<file path="config.mk">
export PLATFORM = sky130hd
export DESIGN_NAME = spi_sub
export DESIGN_NICKNAME = d
export VERILOG_FILES = /design/src/rtl/spi_sub.sv
export SDC_FILE = /design/constraint.sdc
export NUM_CORES = 1
export LEC_CHECK = 0
export ABC_CLOCK_PERIOD_IN_PS = 2300
export CORE_UTILIZATION = 50
export DETAILED_ROUTE_END_ITERATION = 10
export PLACE_DENSITY_LB_ADDON = 0.05
export SYNTH_ARGS = -nofsm -noshare
export SYNTH_HDL_FRONTEND = slang
export SYNTH_SLANG_ARGS = --single-unit
</file>
<file path="constraint.sdc">
create_clock -name clk -period 2.3 [get_ports clk]
set_input_delay 0.345 -clock clk [delete_from_list [all_inputs] [get_ports clk]]
set_output_delay 0.345 -clock clk [all_outputs]
set_load 0.01 [all_outputs]
</file>
<file path="src/rtl/spi_sub.sv">
// ============================================================================
// spi_sub -- SPI subordinate endpoint on the AES core side of the link.
//
// Receives one frame per cs_n-low interval: a 2-bit length header followed by
// a 128/192/256-bit payload, MSB first. While the frame is received, the
// 128-bit result word held for the AES core is shifted out on miso during the
// first 128 bit-times. All SPI inputs are oversampled on the local clock.
//
// Data phase: mosi is sampled on synchronized sclk falls. miso changes on
// synchronized sclk rises, so the main can capture it on its falling edge.
//
// Ports:
//   clk         system clock, all logic on the rising edge
//   rst_n       asynchronous active-low reset
//   sclk        SPI clock from the main, idles low
//   cs_n        chip select, active low
//   mosi        serial data from the main
//   miso        serial data to the main
//   tx_data     128-bit result word from the AES core
//   tx_load     one-cycle strobe capturing tx_data into the holding register
//   rx_mode     header of the last good frame
//   rx_payload  payload of the last good frame, right-aligned, zero-extended
//   rx_valid    one-cycle pulse when a good frame completes
//   frame_err   one-cycle pulse when a bad frame completes
//   busy        high while a frame is active
// ============================================================================
module spi_sub #(
    parameter int SYNC_STAGES = 2
) (
    input  logic         clk,
    input  logic         rst_n,
    input  logic         sclk,
    input  logic         cs_n,
    input  logic         mosi,
    output logic         miso,
    input  logic [127:0] tx_data,
    input  logic         tx_load,
    output logic [1:0]   rx_mode,
    output logic [255:0] rx_payload,
    output logic         rx_valid,
    output logic         frame_err,
    output logic         busy
);

    localparam logic [8:0] CNT_MAX = 9'd259;

    typedef enum logic [1:0] {
        ST_IDLE   = 2'd0,
        ST_ACTIVE = 2'd1,
        ST_CHECK  = 2'd2
    } state_t;

    // ------------------------------------------------------------------
    // State
    // ------------------------------------------------------------------
    state_t                 state_q,      state_d;
    logic [SYNC_STAGES-1:0] sclk_sync_q,  sclk_sync_d;
    logic [SYNC_STAGES-1:0] cs_sync_q,    cs_sync_d;
    logic [SYNC_STAGES-1:0] mosi_sync_q,  mosi_sync_d;
    logic                   sclk_prev_q,  sclk_prev_d;
    logic                   cs_prev_q,    cs_prev_d;
    logic                   started_q,    started_d;
    logic                   armed_q,      armed_d;
    logic [127:0]           holding_q,    holding_d;
    logic [127:0]           tx_sh_q,      tx_sh_d;
    logic [257:0]           rx_sh_q,      rx_sh_d;
    logic [1:0]             hdr_q,        hdr_d;
    logic [8:0]             cnt_q,        cnt_d;
    logic                   miso_q,       miso_d;
    logic [1:0]             rx_mode_q,    rx_mode_d;
    logic [255:0]           rx_payload_q, rx_payload_d;
    logic                   rx_valid_q,   rx_valid_d;
    logic                   frame_err_q,  frame_err_d;
    logic                   busy_q,       busy_d;

    // ------------------------------------------------------------------
    // Synchronized views and edge pulses
    // ------------------------------------------------------------------
    logic sclk_s, cs_s, mosi_s;
    logic sclk_rise, sclk_fall, cs_rise, cs_fall;

    assign sclk_s    = sclk_sync_q[SYNC_STAGES-1];
    assign cs_s      = cs_sync_q[SYNC_STAGES-1];
    assign mosi_s    = mosi_sync_q[SYNC_STAGES-1];
    assign sclk_rise =  sclk_s & ~sclk_prev_q;
    assign sclk_fall = ~sclk_s &  sclk_prev_q;
    assign cs_rise   =  cs_s   & ~cs_prev_q;
    // A cs_n fall only counts once cs_n has been seen high after reset, so a
    // reset released in the middle of a frame does not start a partial frame.
    assign cs_fall   = ~cs_s   &  cs_prev_q & armed_q;

    // ------------------------------------------------------------------
    // Frame check helpers
    // ------------------------------------------------------------------
    logic [8:0]   exp_total;
    logic         frame_good;
    logic [255:0] payload_sel;

    always_comb begin
        exp_total   = 9'd0;
        payload_sel = '0;
        unique case (hdr_q)
            2'b00: begin
                exp_total   = 9'd130;
                payload_sel = {128'd0, rx_sh_q[127:0]};
            end
            2'b01: begin
                exp_total   = 9'd194;
                payload_sel = {64'd0, rx_sh_q[191:0]};
            end
            2'b10: begin
                exp_total   = 9'd258;
                payload_sel = rx_sh_q[255:0];
            end
            default: begin
                exp_total   = 9'd0;
                payload_sel = '0;
            end
        endcase
        frame_good = (hdr_q != 2'b11) && (cnt_q == exp_total);
    end

    // ------------------------------------------------------------------
    // Next-state logic
    // ------------------------------------------------------------------
    always_comb begin
        sclk_sync_d  = {sclk_sync_q[SYNC_STAGES-2:0], sclk};
        cs_sync_d    = {cs_sync_q[SYNC_STAGES-2:0],   cs_n};
        mosi_sync_d  = {mosi_sync_q[SYNC_STAGES-2:0], mosi};
        sclk_prev_d  = sclk_s;
        cs_prev_d    = cs_s;
        started_d    = 1'b1;
        // First stage reflects the pin one cycle after reset release.
        armed_d      = armed_q | (started_q & cs_sync_q[0]);

        state_d      = state_q;
        holding_d    = tx_load ? tx_data : holding_q;
        tx_sh_d      = tx_sh_q;
        rx_sh_d      = rx_sh_q;
        hdr_d        = hdr_q;
        cnt_d        = cnt_q;
        miso_d       = miso_q;
        rx_mode_d    = rx_mode_q;
        rx_payload_d = rx_payload_q;
        rx_valid_d   = 1'b0;
        frame_err_d  = 1'b0;
        busy_d       = busy_q;

        unique case (state_q)
            ST_IDLE, ST_CHECK: begin
                if (state_q == ST_CHECK) begin
                    if (frame_good) begin
                        rx_mode_d    = hdr_q;
                        rx_payload_d = payload_sel;
                        rx_valid_d   = 1'b1;
                    end else begin
                        frame_err_d  = 1'b1;
                    end
                end
                if (cs_fall) begin
                    // Snapshot the holding register so later loads only
                    // affect the next frame.
                    state_d = ST_ACTIVE;
                    tx_sh_d = holding_q;
                    rx_sh_d = '0;
                    hdr_d   = 2'b00;
                    cnt_d   = 9'd0;
                    miso_d  = holding_q[127];
                    busy_d  = 1'b1;
                end else begin
                    state_d = ST_IDLE;
                    miso_d  = 1'b0;
                    busy_d  = 1'b0;
                end
            end

            ST_ACTIVE: begin
                busy_d = 1'b1;
                if (cs_rise) begin
                    // End of frame wins over any coincident sclk edge.
                    state_d = ST_CHECK;
                    busy_d  = 1'b0;
                    miso_d  = 1'b0;
                end else if (sclk_fall) begin
                    rx_sh_d = {rx_sh_q[256:0], mosi_s};
                    if (cnt_q == 9'd0) hdr_d[1] = mosi_s;
                    if (cnt_q == 9'd1) hdr_d[0] = mosi_s;
                    if (cnt_q != CNT_MAX) cnt_d = cnt_q + 9'd1;
                end else if (sclk_rise) begin
                    if (cnt_q >= 9'd128) begin
                        miso_d = 1'b0;
                    end else if (cnt_q != 9'd0) begin
                        tx_sh_d = {tx_sh_q[126:0], 1'b0};
                        miso_d  = tx_sh_q[126];
                    end
                end
            end

            default: begin
                state_d = ST_IDLE;
                miso_d  = 1'b0;
                busy_d  = 1'b0;
            end
        endcase
    end

    // ------------------------------------------------------------------
    // Registers
    // ------------------------------------------------------------------
    always_ff @(posedge clk or negedge rst_n) begin
        if (!rst_n) begin
            state_q      <= ST_IDLE;
            sclk_sync_q  <= '0;
            cs_sync_q    <= '1;
            mosi_sync_q  <= '0;
            sclk_prev_q  <= 1'b0;
            cs_prev_q    <= 1'b1;
            started_q    <= 1'b0;
            armed_q      <= 1'b0;
            holding_q    <= '0;
            tx_sh_q      <= '0;
            rx_sh_q      <= '0;
            hdr_q        <= 2'b00;
            cnt_q        <= 9'd0;
            miso_q       <= 1'b0;
            rx_mode_q    <= 2'b00;
            rx_payload_q <= '0;
            rx_valid_q   <= 1'b0;
            frame_err_q  <= 1'b0;
            busy_q       <= 1'b0;
        end else begin
            state_q      <= state_d;
            sclk_sync_q  <= sclk_sync_d;
            cs_sync_q    <= cs_sync_d;
            mosi_sync_q  <= mosi_sync_d;
            sclk_prev_q  <= sclk_prev_d;
            cs_prev_q    <= cs_prev_d;
            started_q    <= started_d;
            armed_q      <= armed_d;
            holding_q    <= holding_d;
            tx_sh_q      <= tx_sh_d;
            rx_sh_q      <= rx_sh_d;
            hdr_q        <= hdr_d;
            cnt_q        <= cnt_d;
            miso_q       <= miso_d;
            rx_mode_q    <= rx_mode_d;
            rx_payload_q <= rx_payload_d;
            rx_valid_q   <= rx_valid_d;
            frame_err_q  <= frame_err_d;
            busy_q       <= busy_d;
        end
    end

    assign miso       = miso_q;
    assign rx_mode    = rx_mode_q;
    assign rx_payload = rx_payload_q;
    assign rx_valid   = rx_valid_q;
    assign frame_err  = frame_err_q;
    assign busy       = busy_q;

endmodule
</file>
; ---- After elaboration in Yosys (flattened, before gate mapping)
; Index checks and enable logic that the tools add are counted.
[classes]
n_addsub = 1
magnitude_cmp = 1
n_eq_ne = 22
n_mux = 43
bitwise = 11
reduce_logical = 14
[ops]
columns = cell, count
row1 = two-way mux 256 bit, 3
row2 = case mux 256 bit (3 select lines), 1
row3 = two-way mux 127 bit, 6
row4 = case mux 256 bit (2 select lines), 1
row5 = case mux 127 bit (2 select lines), 1
row6 = two-way mux 9 bit, 4
row7 = case mux 9 bit (3 select lines), 1
row8 = inequality test 2 bit (second input constant), 12
row9 = case mux 9 bit (2 select lines), 1
row10 = two-way mux 1 bit, 17
row11 = AND reduction 5 bit, 3
row12 = adder 9 x 1 -> 9 bit (second input constant), 1
row13 = == test 9 x 1 -> 1 bit (second input constant), 1
row14 = == test 9 bit, 1
row15 = greater-or-equal comparator 9 x 8 -> 1 bit (second input constant), 1
row16 = logical NOT 9 bit, 1
row17 = inequality test 9 bit (second input constant), 1
row18 = nonzero test 9 bit, 1
row19 = two-way mux 2 bit, 4
row20 = case mux 2 bit (2 select lines), 2
row21 = AND reduction 7 bit, 1
row22 = AND 1 bit, 6
row23 = inequality test 3 bit (second input constant), 2
row24 = AND reduction 3 bit, 2
row25 = 11 further kinds, 18
[word_totals]
ff_bits = 796
output_inout_bits = 262

; ---- Logic depth before layout (Yosys ltp)
; Gate-level depths: netlist of the first run.
[logic_depth]
word_depth = 7
depth_mapped = 8
mapped_depth_nobuf = 5

; ---- Worst setup path before layout of the first run
; Ideal clock, no wire load.
[synth_path]
path_type = reg-to-reg
from = register cs_prev_q
to = register tx_sh_q[78]
arrival_ns = 2.018
t_required_ns = 2.175
path_slack_ns = 0.158
path_stages_with_launch = 8
n_path_buf = 4
period_less_slack_ns = 2.142
cell_sequence = dfstp_2 > nor4bb_1 > clkbuf_1 > a2bb2oi_1 > buf_2 > buf_2 > buf_2 > mux2_2
[synth_between]
elab_chain_cells = 4
word_cells_on_any_way = 7
[synth_rtl]
columns = element, line
row1 = from (decl), 61  ; logic cs_prev_q, cs_prev_d;
row2 = from (signal assigned), 237  ; cs_prev_q <= cs_prev_d;
row3 = AND 1 bit / inverter 1 bit (equally long branches), "90, 87"
row4 = AND 1 bit (on tied branches), "90, 87"
row5 = inequality test 2 bit (no source line), --
row6 = AND reduction 7 bit (no source line) (*), --
row7 = to (signal assigned), 241  ; tx_sh_q <= tx_sh_d;
row8 = to (decl), 65  ; logic [127:0] tx_sh_q, tx_sh_d;
; Mark *: on every way between the ends. The rest lies on a longest branch, timed or not.
; A chain may end at the register's enable or synchronous reset.

; ---- Worst setup path in the final report of the first run
[layout_path]
from = register cnt_q[2]
to = register rx_payload_q[80], in the netlist rx_payload[80]
[layout_between]
elab_chain_cells = 3
[layout_rtl]
columns = element, line
row1 = from (decl), 68  ; logic [8:0] cnt_q, cnt_d;
row2 = from (signal assigned), 244  ; cnt_q <= cnt_d;
row3 = == test 9 bit, 120  ; frame_good = (hdr_q != 2'b11) && (cnt_q == exp_total);
row4 = logical AND 1 bit, 120
row5 = AND reduction 3 bit (no source line), --
row6 = to (signal assigned), 247  ; rx_payload_q <= rx_payload_d;
row7 = to (decl), 71  ; logic [255:0] rx_payload_q, rx_payload_d;
; Every way passes these cells.

==> results.cfg, run 1 <==
[run_status]
status = finished with violations
violations = negative setup slack

[clock_network]
worstSkewPairLatency_ps = 610
cts_root_buffer = clkbuf_16
cts_sinks = 796
cts_tree = yes
cts_buffer_depth = 3
ctsHtreeMaxLevel = 3
path_clk_slew_ps = 60
numCtsBuffers = 84

[synthesis]
yosysTopAreaCellShare = 0.611
synth_top_area_cell = dfrtp_1
synth_cell_types = 41
synthTopCellsByArea = dfrtp_1 61%, nand2_1 12%, mux2_2 11%
synth_ff_type = dfrtp_1
yosys-top-cells-count = 1032 x nand2_1, 793 x dfrtp_1, 303 x mux2_2
yosys_warnings = 0
syn_area_um2 = 32500
synth-seq-area-share = 0.614
synth_edf_count = 0
syn_avg_cell_area_um2 = 10.9
synthArstFlopShare = 1.00
synthCells = 2990
ys_ff_latch = 796
syn_nets = 3127
synth.most_common_cell = nand2_1

[setup_path]
worst_setup_path_start_kind = flip-flop
required_ps = 2780
cp.arrival_ps = 2810
crit_type = flip-flop to flip-flop
endpoint_kind = flip-flop
cp_max_fo = 11

[global_route]
gr-usage-met2 = 0.373
grt_max_degree = 130
grt-ovfl-total = 0
track_usage = 0.228
busiest_layer = met2
grtUsageMet1 = 0.303
met3_usage = 0.0504
grt_antenna_before_repair = 6
grt_pass1_wl_um = 122000
grt_pass1_vias = 22764

[power_and_ir_drop]
ir_worst_vdd_mv = 0.593
power_w = 0.0348
p_leak_nw = 19.8
power_density_nw_per_um2 = 839

[timing]
fin_ws_ps = -29.8
fmax_mhz = 429
finClkSkew_ps = 13.4
holdWs_ps = 177
finalCritPeriodShare = 1.01
post-route-min-period_ps = 2330
worst_slew_pin_slew_ps = 721
hold_viol = 0
setup_tns_ps = -95.8
slew_viol_final = 0
max_slew_margin = 0.517
setup_viol = 13
rsz0062_at_grt = yes

[die]
die_area_um2 = 66000
die_width_um = 257
io_pins = 396
core_um2 = 64300
num_rows = 93
die_h_um = 257
start_util = 0.505

[placed_design]
io_buffers = 395
dp_hpwl_um = 48700
gp_routability_congestion = 0.808

[layout]
area_growth_pct = 27.6
multiInputGateArea_um2 = 11600
fillers = 5015
regArea_um2 = 19900
fin_nets = 3540
drive_above_1_share = 0.175

[route]
num_vias = 22287
wl_um = 75700
drc_errors = 0
drt_iter0_drc = 1482
wl_per_cell_um = 17.5
dr.pass1.iters = 6
postRouteAntennaNets = 0
vias_per_cell = 5.16

[run]
max_cap_viol_count = 0

[min_path]
hp-class = input pin to flip-flop
-- cells in the final DEF (no fill, tap or decap), types with 3 or more instances in the layout --
| cell type | netlist | routed |
|---|---|---|
| nand2b_1 | 5 | 4 |
| a21oi_1 | 5 | 5 |
| inv_1 | 136 | 136 |
| ha_1 | 3 | 3 |
| buf_6 | 0 | 10 |
| clkdlybuf4s50_1 | 0 | 393 |
| dfstp_2 | 3 | 3 |
| bufinv_16 | 0 | 8 |
| clkbuf_16 | 0 | 98 |
| buf_12 | 0 | 37 |
| mux2_4 | 0 | 44 |
| buf_4 | 2 | 56 |
| clkbuf_1 | 135 | 24 |
| nand4_1 | 4 | 4 |
| dfrtp_1 | 793 | 792 |
| buf_16 | 0 | 3 |
| mux2_2 | 303 | 301 |
| o21ai_0 | 9 | 9 |
| clkbuf_8 | 0 | 11 |
| mux2_1 | 81 | 39 |
| buf_8 | 0 | 3 |
| nand2_1 | 1032 | 1032 |
| or3_1 | 4 | 4 |
| nor2_1 | 4 | 4 |
| mux2i_1 | 133 | 131 |
| nand3_1 | 260 | 258 |
| clkinv_2 | 0 | 16 |
-- through the flow --
| step | cell area, um2 | utilization | setup WS [ps] | cells |
|---|---|---|---|---|
| 2_1_floorplan | 32500 | - | 158 | 2990 |
| 3_3_place_gp | 37900 | 0.589 | 21.7 | 4138 |
| 3_5_place_dp | 37900 | 0.589 | -26.6 | 4138 |
| 4_1_cts | 40800 | 0.634 | 3.59 | 4290 |
| 5_1_grt | 41400 | 0.644 | -177 | 4322 |
| 6_report | 41400 | 0.644 | -29.8 | 4323 |
-- metal layers --
| layer | routed length [um] | share of wire | up-vias |
|---|---|---|---|
| met5 | 55 | 0.00073 | - |
| met4 | 1780 | 0.023 | 8 |
| met3 | 4080 | 0.054 | 126 |
| met2 | 37000 | 0.49 | 481 |
| met1 | 32700 | 0.43 | 11139 |
| li1 | - | - | 10533 |
-- worst max-delay path, stage by stage, from the launching register on --
cell	delay (ps)
dfrtp_2	450
nor4_4	350
nand3_2	160
nor4_4	380
buf_6	190
buf_12	150
buf_16	150
mux2_1	360
-- worst paths after layout --
kind,from,to,slack (ps),depth (start not counted)
setup / recovery,cnt_q[2]$_DFFE_PN0P_,rx_payload[80]$_DFFE_PN0P_,-30,7
hold / removal,cs_n,cs_sync_q[0]$_DFF_PN1_,180,1
setup reg to reg,cnt_q[2]$_DFFE_PN0P_,rx_payload[80]$_DFFE_PN0P_,-30,7
hold reg to reg,mosi_sync_q[0]$_DFF_PN0_,mosi_sync_q[1]$_DFF_PN0_,360,0
max in group asynchronous,rst_n,holding_q[100]$_DFFE_PN0P_,1150,3
min in group asynchronous,rst_n,rx_payload[159]$_DFFE_PN0P_,280,2
-- cell families (layout without fill, tap and decap cells) --
logic type / Yosys count / count (layout) / share of synthesized area
compound gates: 22 / 22 / 0.00409
xor+xnor: 3 / 3 / 0.000809
fa+ha+maj: 3 / 3 / 0.00116
buf+inv: 321 / 797 / 0.0389
flops: 796 / 796 / 0.614
mux: 517 / 517 / 0.174
other cells: 1 / 3 / 0.000115
simple gates: 1327 / 1327 / 0.167
-- repair_timing --
action,4_1_cts,5_1_grt
pin swaps,0,3
endpoints found under the hold margin,25,0
cloned,1,10
hold buffers,1,0
resized for setup,1,69
setup endpoints to repair,5,293
setup buffers,1,22
-- layout make-up --
type / count / share of cell area
tap: 855 / 0.0258
inverter: 136 / 0.0123
timing repair buffer: 512 / 0.134
antenna: 2 / 0.000121
clock buffer: 124 / 0.0596
sequential: 796 / 0.481
clock inverter: 25 / 0.00791
multi-input combinational: 1873 / 0.279
-- power by group --
group,switching [W],internal (W)
clock,0.00537,0.00830
sequential,0.000725,0.0154
combinational,0.00259,0.00237
total,0.00868,0.0261
-- state kept, by name (all words and copies together) (netlist names), 9 cells and up --
name,cells
rx_sh_q,256
tx_sh_q,127
rx_payload,256
cnt_q,9
holding_q,128
Power figures use the tool's default switching activity.
==> run 2, diff against run 1 <==
--- a/config.mk
+++ b/config.mk
@@ -7,6 +7,7 @@
 export LEC_CHECK = 0
 export ABC_CLOCK_PERIOD_IN_PS = 2300
 export CORE_UTILIZATION = 50
+export CTS_CLUSTER_DIAMETER = 120
 export DETAILED_ROUTE_END_ITERATION = 10
 export PLACE_DENSITY_LB_ADDON = 0.05
 export SYNTH_ARGS = -nofsm -noshare
==> constraint.sdc (replaced) <==
create_clock -name clk -period 2.3 [get_ports clk]
set_input_delay 0.345 -clock clk [delete_from_list [all_inputs] [get_ports clk]]
set_output_delay 0.345 -clock clk [all_outputs]
set_load 0.02 [all_outputs]
==> results of run 2 <==
Same layout as run 1 (identical final DEF). Status: finished with violations: negative setup slack.
==> run 3, diff against run 2 <==
--- a/config.mk
+++ b/config.mk
@@ -6,10 +6,11 @@
 export NUM_CORES = 1
 export LEC_CHECK = 0
 export ABC_CLOCK_PERIOD_IN_PS = 2300
-export CORE_UTILIZATION = 50
+export CORE_UTILIZATION = 35
 export CTS_CLUSTER_DIAMETER = 120
 export DETAILED_ROUTE_END_ITERATION = 10
 export PLACE_DENSITY_LB_ADDON = 0.05
+export SKIP_CTS_REPAIR_TIMING = 1
 export SYNTH_ARGS = -nofsm -noshare
 export SYNTH_HDL_FRONTEND = slang
 export SYNTH_SLANG_ARGS = --single-unit
==> run 3 against run 2 <==
Compared with the run above:
- the run still ends with negative setup slack left
- global-route usage is 5.6 points lower
- cell area up 1.3%
- sequential share of layout area shrank 0.63 points
- utilization fell by 19 points
- hold slack worse by 28 ps
- critical path depth did not move
- register-to-register slack better by 20 ps
- combinational power rose by 3%
==> results.cfg, run 3 (synthesis gave the netlist of run 1 again) <==
[clock_network]
cts_buffer_depth = 3
cts_tree = yes
cts_sinks = 796
worstSkewPairLatency_ps = 630
numCtsBuffers = 90
ctsHtreeMaxLevel = 3
path_clk_slew_ps = 50
cts_root_buffer = clkbuf_16

[die]
start_util = 0.354
io_pins = 396
num_rows = 111
die_width_um = 307
core_um2 = 91800
die_h_um = 307
die_area_um2 = 94000

[timing]
hold_viol = 0
setup_viol = 1
fin_ws_ps = -4.78
holdWs_ps = 149
finalCritPeriodShare = 1.00
fmax_mhz = 434
post-route-min-period_ps = 2300
worst_slew_pin_slew_ps = 941
max_slew_margin = 0.373
finClkSkew_ps = 27.7
slew_viol_final = 0
rsz0062_at_grt = yes

[min_path]
hp-class = input pin to flip-flop
min_path_cells = 1
hp-start = cs_n
whs_endpoint = cs_sync_q[0]$_DFF_PN1_

[layout]
mostFrequentLayoutCells = 1032 x nand2_1, 792 x dfrtp_1, 393 x clkdlybuf4s50_1, 300 x mux2_2, 258 x nand3_1
num_antenna_cells = 0
area_growth_pct = 29.3
fin_nets = 3532
finalCoreUtilization = 0.457
drive_above_1_share = 0.165
final_common_cell = nand2_1

[route]
num_vias = 22240
postRouteAntennaNets = 0
wl_per_cell_um = 17.2
wl_um = 80800
drc_errors = 0
vias_per_cell = 4.72
drt_iter0_drc = 1164
dr.pass1.iters = 5

[placed_design]
io_buffers = 395
pre_cts_slack_ps = -8.47
gp_routability_congestion = 0.751
dp_hpwl_um = 52300

[power_and_ir_drop]
p_leak_nw = 19.9
ir_worst_vdd_mv = 0.574
power_density_nw_per_um2 = 867
power_w = 0.0364

[run_status]
violations = negative setup slack
status = finished with violations

[setup_path]
worst_setup_path_start_kind = flip-flop
worst_r2r_endpoint = rx_payload[49]$_DFFE_PN0P_
required_ps = 2780
rrSetupSlack_ps = -5
r2r_start = cnt_q[2]$_DFFE_PN0P_
crit_type = flip-flop to flip-flop
endpoint_kind = flip-flop
critPathLaunch = cnt_q[2]$_DFFE_PN0P_
cp_max_fo = 13
cp.arrival_ps = 2790
worstRegToRegCells = 7

[global_route]
grt_max_degree = 160
grt_pass1_vias = 23232
grt_antenna_before_repair = 4
grt_pass1_wl_um = 131000
track_usage = 0.172
grt-ovfl-total = 0

[run]
max_cap_viol_count = 0
## run 3: critical path, stage by stage (launching register included)
cell and delay, ps:
dfrtp_2 450, nor4_4 310, nand3_2 150, nor4_4 440, buf_12 200, buf_12 130, buf_12 150, mux2_1 340
## run 3: area by class of cell
| cell class | count | area (um2) |
|---|---|---|
| fill | 8615 | 49800 |
| sequential | 796 | 19900 |
| multi-input combinational | 1873 | 11400 |
| timing repair buffer | 498 | 5440 |
| clock buffer | 125 | 2580 |
| tap | 1243 | 1560 |
| clock inverter | 37 | 568 |
| inverter | 136 | 510 |
## run 3: power by group
| part | switching (W) | leakage [nW] | total (W) | internal (W) |
|---|---|---|---|---|
| registers | 0.000711 | 10.6 | 0.0161 | 0.0154 |
| clock network | 0.00584 | 1.56 | 0.0152 | 0.00932 |
| logic | 0.00267 | 7.73 | 0.00513 | 0.00246 |
## run 3: worst max path at each step
stage	end	slack [ps]	cells past startpoint
final	rx_payload[49]$_DFFE_PN0P_	-5	7
after CTS	rx_payload[138]$_DFFE_PN0P_	-20	7
after global routing	rx_payload[138]$_DFFE_PN0P_	-90	7
after floorplan	tx_sh_q[78]$_DFFE_PN0P_	160	7
after global placement	rx_payload[153]$_DFFE_PN0P_	40	7
after detailed placement	rx_payload[154]$_DFFE_PN0P_	-8	7
## run 3: stage by stage
stage	cells	TNS, ps	instance area [um2]
global route	4708	-6920	42000
floorplan	2990	0	32500
detailed placement	4531	-8.47	38600
finish	4708	-4.78	42000
global placement	4531	0	38600
CTS	4693	-65.2	41700
## run 3: layer usage
metal,routed length (um),vias to the layer above,GRT usage,share of wire
li1,-,10524,-,-
met1,35900,11159,0.228,0.44
met2,38700,435,0.282,0.48
met3,4170,114,0.0367,0.052
met4,1980,8,0.0535,0.024
met5,53,-,0,0.00066
